<file path="config.mk">
export PLATFORM = sky130hd
export DESIGN_NAME = alu_share_arbiter
export DESIGN_NICKNAME = d
export VERILOG_FILES = /design/src/rtl/alu_share_arbiter.sv
export SDC_FILE = /design/constraint.sdc
export NUM_CORES = 1
export LEC_CHECK = 0
export CORE_ASPECT_RATIO = 1.1
export CORE_MARGIN = 1.5
export CORE_UTILIZATION = 45
export DETAILED_ROUTE_END_ITERATION = 8
export GPL_TIMING_DRIVEN = 0
export PLACE_DENSITY = 0.83
export SYNTH_ARGS = -nofsm -noshare
export SYNTH_HDL_FRONTEND = slang
export SYNTH_SLANG_ARGS = --single-unit
</file>
<file path="constraint.sdc">
create_clock -name clk -period 4.8 [get_ports clk]
set_input_delay 0.96 -clock clk [delete_from_list [all_inputs] [get_ports clk]]
set_output_delay 0.96 -clock clk [all_outputs]
set_load 0.01 [all_outputs]
</file>
<file path="src/rtl/alu_share_arbiter.sv">
// Round-robin arbiter sharing one 32-bit ALU among NREQ requesters, with a registered response bus.
// Optional macro ALU_OPCHECK_EN adds rsp_error and squashes unsupported ALUCtrl codes.
module alu_share_arbiter #(
  parameter int NREQ = 4,
  parameter int ID_W = (NREQ > 1) ? $clog2(NREQ) : 1
) (
  input  logic                 clk,
  input  logic                 reset,
  input  logic [NREQ-1:0]      req_valid,
  output logic [NREQ-1:0]      req_ready,
  input  logic [4*NREQ-1:0]    req_op,
  input  logic [32*NREQ-1:0]   req_a,
  input  logic [32*NREQ-1:0]   req_b,
  output logic                 rsp_valid,
  input  logic                 rsp_ready,
  output logic [ID_W-1:0]      rsp_id,
  output logic [31:0]          rsp_result,
  output logic                 rsp_zero,
  output logic                 rsp_overflow,
`ifdef ALU_OPCHECK_EN
  output logic                 rsp_error,
`endif
  output logic                 busy
);

  typedef enum logic [1:0] {IDLE, EXEC, RESP} state_t;

  state_t          state;
  logic [ID_W-1:0] rr_ptr;
  logic [ID_W-1:0] op_id;
  logic [3:0]      op_reg;
  logic [31:0]     a_reg;
  logic [31:0]     b_reg;

  logic [3:0]      op_arr [NREQ];
  logic [31:0]     a_arr  [NREQ];
  logic [31:0]     b_arr  [NREQ];

  logic            grant_any;
  logic [ID_W-1:0] grant_id;
  logic [ID_W-1:0] ptr_next;
  logic [ID_W:0]   cand;

  logic [31:0]     sum;
  logic [31:0]     diff;
  logic            add_ovf;
  logic            sub_ovf;
  logic [31:0]     alu_result;
  logic            alu_zero;
  logic            alu_ovf;

  generate
    for (genvar gi = 0; gi < NREQ; gi++) begin : g_unpack
      assign op_arr[gi] = req_op[4*gi +: 4];
      assign a_arr[gi]  = req_a[32*gi +: 32];
      assign b_arr[gi]  = req_b[32*gi +: 32];
    end
  endgenerate

  // Search starts at rr_ptr and wraps, so the most recently served requester goes last.
  always_comb begin
    grant_any = 1'b0;
    grant_id  = '0;
    cand      = '0;
    for (int k = 0; k < NREQ; k++) begin
      cand = {1'b0, rr_ptr} + (ID_W+1)'(k);
      if (cand >= (ID_W+1)'(NREQ)) cand = cand - (ID_W+1)'(NREQ);
      if (!grant_any && req_valid[cand[ID_W-1:0]]) begin
        grant_any = 1'b1;
        grant_id  = cand[ID_W-1:0];
      end
    end
  end

  assign ptr_next = (grant_id == ID_W'(NREQ - 1)) ? '0 : grant_id + 1'b1;

  always_comb begin
    req_ready = '0;
    if (state == IDLE && grant_any && !reset) req_ready[grant_id] = 1'b1;
  end

  assign busy = (state != IDLE);

  // The ALU sees only the latched operands, so requesters may change their buses after transfer.
  always_comb begin
    sum        = a_reg + b_reg;
    diff       = a_reg - b_reg;
    add_ovf    = (a_reg[31] == b_reg[31]) && (sum[31] != a_reg[31]);
    sub_ovf    = (a_reg[31] != b_reg[31]) && (diff[31] != a_reg[31]);
    alu_result = '0;
    alu_ovf    = 1'b0;
    case (op_reg)
      4'd0:  alu_result = a_reg & b_reg;
      4'd1:  alu_result = a_reg | b_reg;
      4'd2:  begin alu_result = sum;  alu_ovf = add_ovf; end
      4'd6:  begin alu_result = diff; alu_ovf = sub_ovf; end
      4'd7:  begin alu_result = {31'b0, diff[31] ^ sub_ovf}; alu_ovf = sub_ovf; end
      4'd12: alu_result = ~(a_reg | b_reg);
      4'd13: alu_result = ~(a_reg & b_reg);
      default: alu_result = '0;
    endcase
    alu_zero = (alu_result == '0);
  end

`ifdef ALU_OPCHECK_EN
  logic op_legal;
  always_comb begin
    case (op_reg)
      4'd0, 4'd1, 4'd2, 4'd6, 4'd7, 4'd12, 4'd13: op_legal = 1'b1;
      default:                                    op_legal = 1'b0;
    endcase
  end
`endif

  always_ff @(posedge clk or posedge reset) begin
    if (reset) begin
      state        <= IDLE;
      rr_ptr       <= '0;
      op_id        <= '0;
      op_reg       <= '0;
      a_reg        <= '0;
      b_reg        <= '0;
      rsp_valid    <= 1'b0;
      rsp_id       <= '0;
      rsp_result   <= '0;
      rsp_zero     <= 1'b0;
      rsp_overflow <= 1'b0;
`ifdef ALU_OPCHECK_EN
      rsp_error    <= 1'b0;
`endif
    end else begin
      case (state)
        IDLE: begin
          if (grant_any) begin
            op_reg <= op_arr[grant_id];
            a_reg  <= a_arr[grant_id];
            b_reg  <= b_arr[grant_id];
            op_id  <= grant_id;
            rr_ptr <= ptr_next;
            state  <= EXEC;
          end
        end
        EXEC: begin
          rsp_valid <= 1'b1;
          rsp_id    <= op_id;
`ifdef ALU_OPCHECK_EN
          rsp_error    <= !op_legal;
          rsp_result   <= op_legal ? alu_result : 32'h0;
          rsp_zero     <= op_legal ? alu_zero : 1'b1;
          rsp_overflow <= op_legal ? alu_ovf : 1'b0;
`else
          rsp_result   <= alu_result;
          rsp_zero     <= alu_zero;
          rsp_overflow <= alu_ovf;
`endif
          state <= RESP;
        end
        RESP: begin
          if (rsp_ready) begin
            rsp_valid <= 1'b0;
            state     <= IDLE;
          end
        end
        default: state <= IDLE;
      endcase
    end
  end

endmodule
</file>
==> key figures <==
STA
  • Final setup vio count: 1
  • Worst Max-Slew Pin Slew: 1.261 ns
  • Setup ws final: -0.6755 ns
  • Fin crit share: 114.1%
  • FMAX: 182.6 MHz
  • Rel. slew slack: between 10 and 15%
  • Final Critical Period: 5.475 ns
  • Sum of negative setup slack: -0.6755 ns
  • Clock Skews: 0.01454 ns
  • RSZ-0062 raised after global routing: yes
  • Hold Fails Final Rpt: 0
  • Final Max Slew Viols: 0

Detailed routing
  • Number of remaining DRC errors: 0
  • Iter 0 DRT Violations: 1,665
  • Post-Route WL: 55.52 mm
  • DR vias: 15.04k
  • 1st-pass router iterations: 6
  • Top routing layer in use: met4
  • Antenna viol nets, final: 0
  • Wire length on met3: 5.393 mm
  • WL met2: about 26 mm
  • Via density: 6.169
  • Routed met1 length: 21.78 mm
  • WL/cell: 22.77 microns

Worst setup path
  • Worst Setup Start Kind: register
  • WP data required: 5.09 ns
  • Crit path DAT: approximately 5.8 ns
  • CP Class: register to register
  • CP Max Fanout: 3
  • CP endpoint kind: register
  • R2R depth: 25

Power
  • P per Cell Area: 830.5 nW/um^2
  • Peak supply drop: 0.3550 mV
  • Total power: 13,950 uW
  • Leakage: around 0.0070 uW

Synthesis
  • Synth Cell Area: 12,090 sq um
  • Syn avg cell area: slightly above 7 sq um
  • Mapped Nets: 2,105
  • Yosys warning count: 0
  • Leading register cell type out of synthesis: dfrtp_1
  • Synth cell types: 83
  • #FFs+latches synth: 111
  • Post-synth EDFFs: 0
  • Cells after Synth: 1,717
  • Register area share after synthesis: a little under a quarter
  • Post-synthesis async set-or-reset flop share: 100.0%

Global routing
  • First-pass GRT wire length: 83.61 mm
  • Initial antenna violation count: 5
  • Total track usage: 39.12%
  • Gr ovfl total: 0
  • Vias in the first global route: 14.27k
  • Largest net degree at the start of global routing: 77

Floorplan
  • Chip Height: 174.9 microns
  • Initial Utilization: 45.99%
  • # IOs: 321
  • Core area: 26,300 sq um
  • Die area: 27,870 sq um
  • Die width: 159.3 microns
  • Rows: 62

Run status
  • Status: finished with violations
  • Violated checks: negative setup slack

Clocking
  • TritonCTS clock tree: yes
  • Total CTS buffers: 9
  • Clock Tree Buf Depth: 2
  • # clock sinks: 111
  • Clock Tree Root: clkbuf_16
  • CTS Hold Bufs: 0
  • Clk_lat worst skew: 0.39 ns
  • Clk slew on worst S/H paths: 0.08 ns
  • Htree depth: 3

Layout
  • Share of cells above drive strength 1: a little under a tenth
  • Final #Nets: 2,465
  • FF+latch area: 2780 sq um
  • Synth-to-layout area growth: 38.92%
  • # fillers: 2,374
  • Multi-input gate area: 8862 sq um
  • Core Util, Final: 63.89%

Placement
  • PortBufs: 320
  • GPL Wtd Cong: 0.9996
  • Detailed placer's ending HPWL: ~45 mm

Run
  • Max_cap viols: 0

Hold path
  • WHS Path Cells: 2
  • Hold/Removal Path Class: register to register
[Yosys cell counts, types with 14 or more instances]
| master | count | area (sq um) |
|---|---|---|
| nor2_1 | 273 | 1025 |
| nand3_1 | 85 | 425.4 |
| nor2b_1 | 15 | 93.84 |
| a221oi_1 | 26 | 227.7 |
| buf_2 | 15 | 75.07 |
| clkbuf_1 | 92 | 345.3 |
| a21oi_1 | 72 | 360.4 |
| o21ai_0 | 136 | 680.7 |
| o221a_2 | 16 | 180.2 |
| a31oi_1 | 16 | 100.1 |
| ha_1 | 106 | 1326 |
| inv_1 | 103 | 386.6 |
| dfrtp_1 | 111 | 2778 |
| nor3_1 | 32 | 160.2 |
| o21a_1 | 14 | 105.1 |
| nand2_1 | 230 | 863.3 |
| o211ai_1 | 81 | 608.1 |
| buf_1 | 20 | 75.07 |
| a21o_1 | 15 | 112.6 |
[layout by cell type, fill, tap and decap left out, types with 12 or more instances in the layout]
cell             netlist  routed
nand2_1              230     228
o211ai_1              81      81
buf_2                 15      12
o221a_2               16      16
a221oi_1              26      25
inv_2                  3      15
buf_4                  1      34
a221o_1               13      13
o21ai_0              136     136
ha_4                   0      14
a21o_1                15      15
nand3_1               85      84
o21a_1                14      14
clkbuf_1              92      82
a21oi_1               72      69
nor3_1                32      30
ha_1                 106      86
inv_1                103      90
dfrtp_1              111     109
a211oi_1              13      13
buf_1                 20      20
clkdlybuf4s50_1        0     320
nor2_1               273     265
a31oi_1               16      16
[path summary, 6_finish.rpt]
check                               from            end  slack [ns]
setup / recovery                a_reg[2]       rsp_zero       -0.68
hold / removal             rsp_result[8]  rsp_result[8]        0.47
setup reg to reg                a_reg[2]       rsp_zero       -0.68
hold reg to reg            rsp_result[8]  rsp_result[8]        0.47
max in group asynchronous          reset       a_reg[9]        3.08
min in group asynchronous          reset       state[1]        0.96
[logic make-up (layout without fill, tap and decap cells)]
family,Yosys count,in the layout,share of synthesized area (%)
flip-flops,111,111,22.97
adder cells (fa/ha/maj),109,109,11.46
buffers and inverters,235,600,7.480
AND/OR/NAND/NOR,719,719,26.01
AO/OA/AOI/OAI,523,523,30.36
other,0,4,0
XOR/XNOR,4,4,0.2897
multiplexers,16,16,1.428
[timing repair]
| item | 4_1_cts | 5_1_grt |
|---|---|---|
| pin swaps | 27 | 23 |
| setup endpoints to repair | 7 | 6 |
| gates resized for setup | 90 | 24 |
| buffers inserted | 24 | 10 |
[cell type report]
class,count,share of cell area [%]
inverters,107,2.428
clock inverters,7,0.4841
diodes,4,0.05958
well taps,352,2.621
clock buffers,9,1.340
flip-flops and latches,111,16.55
plain buffers,122,3.024
multi-input cells,1371,52.75
repair buffers,355,20.75
[report_power, final]
group	internal [uW]	total (uW)	switching (uW)
clock	373	791	418
sequential	1420	1740	330
combinational	4210	11400	7210
[layer usage]
layer | global-route usage, % | vias up
met5 | 0 | -
met4 | 15.76 | 0
met3 | 7.738 | 151
met2 | 66.14 | 958
met1 | 48.87 | 7050
li1 | - | 6882
[metrics by stage]
stage          setup slack (ns)  cell area, sq um  hold WS (ns)  cells
3_5_place_dp             -2.046             15770        0.4565   2390
3_3_place_gp             -1.947             15740        0.4522   2389
4_1_cts                 -0.5821             16600        0.4730   2426
2_1_floorplan           0.05324             12100        0.4386   1717
5_1_grt                 -0.7782             16800        0.4935   2438
6_report                -0.6755             16800        0.4652   2438
[worst max-delay path: stages, from the launching register on]
cell and delay, ns:
dfrtp_1 0.39, inv_2 0.09, ha_4 0.23, nor3_4 0.27
o31ai_4 0.12, a21oi_4 0.22, o31ai_4 0.11, o21ai_4 0.23
a221oi_4 0.11, o31ai_4 0.25, a21oi_2 0.13, nor2_2 0.12
nor2_2 0.05, fa_2 0.38, nand3_4 0.12, o311ai_4 0.13
a221oi_2 0.33, buf_4 0.19, o211ai_1 0.11, nor4bb_1 0.33
o2111ai_1 0.24, nor4_2 0.33, nand4_1 0.15, nor4_1 0.25
nand4_1 0.19, o41ai_2 0.30
Note: power is estimated with default switching activity, not from simulation.
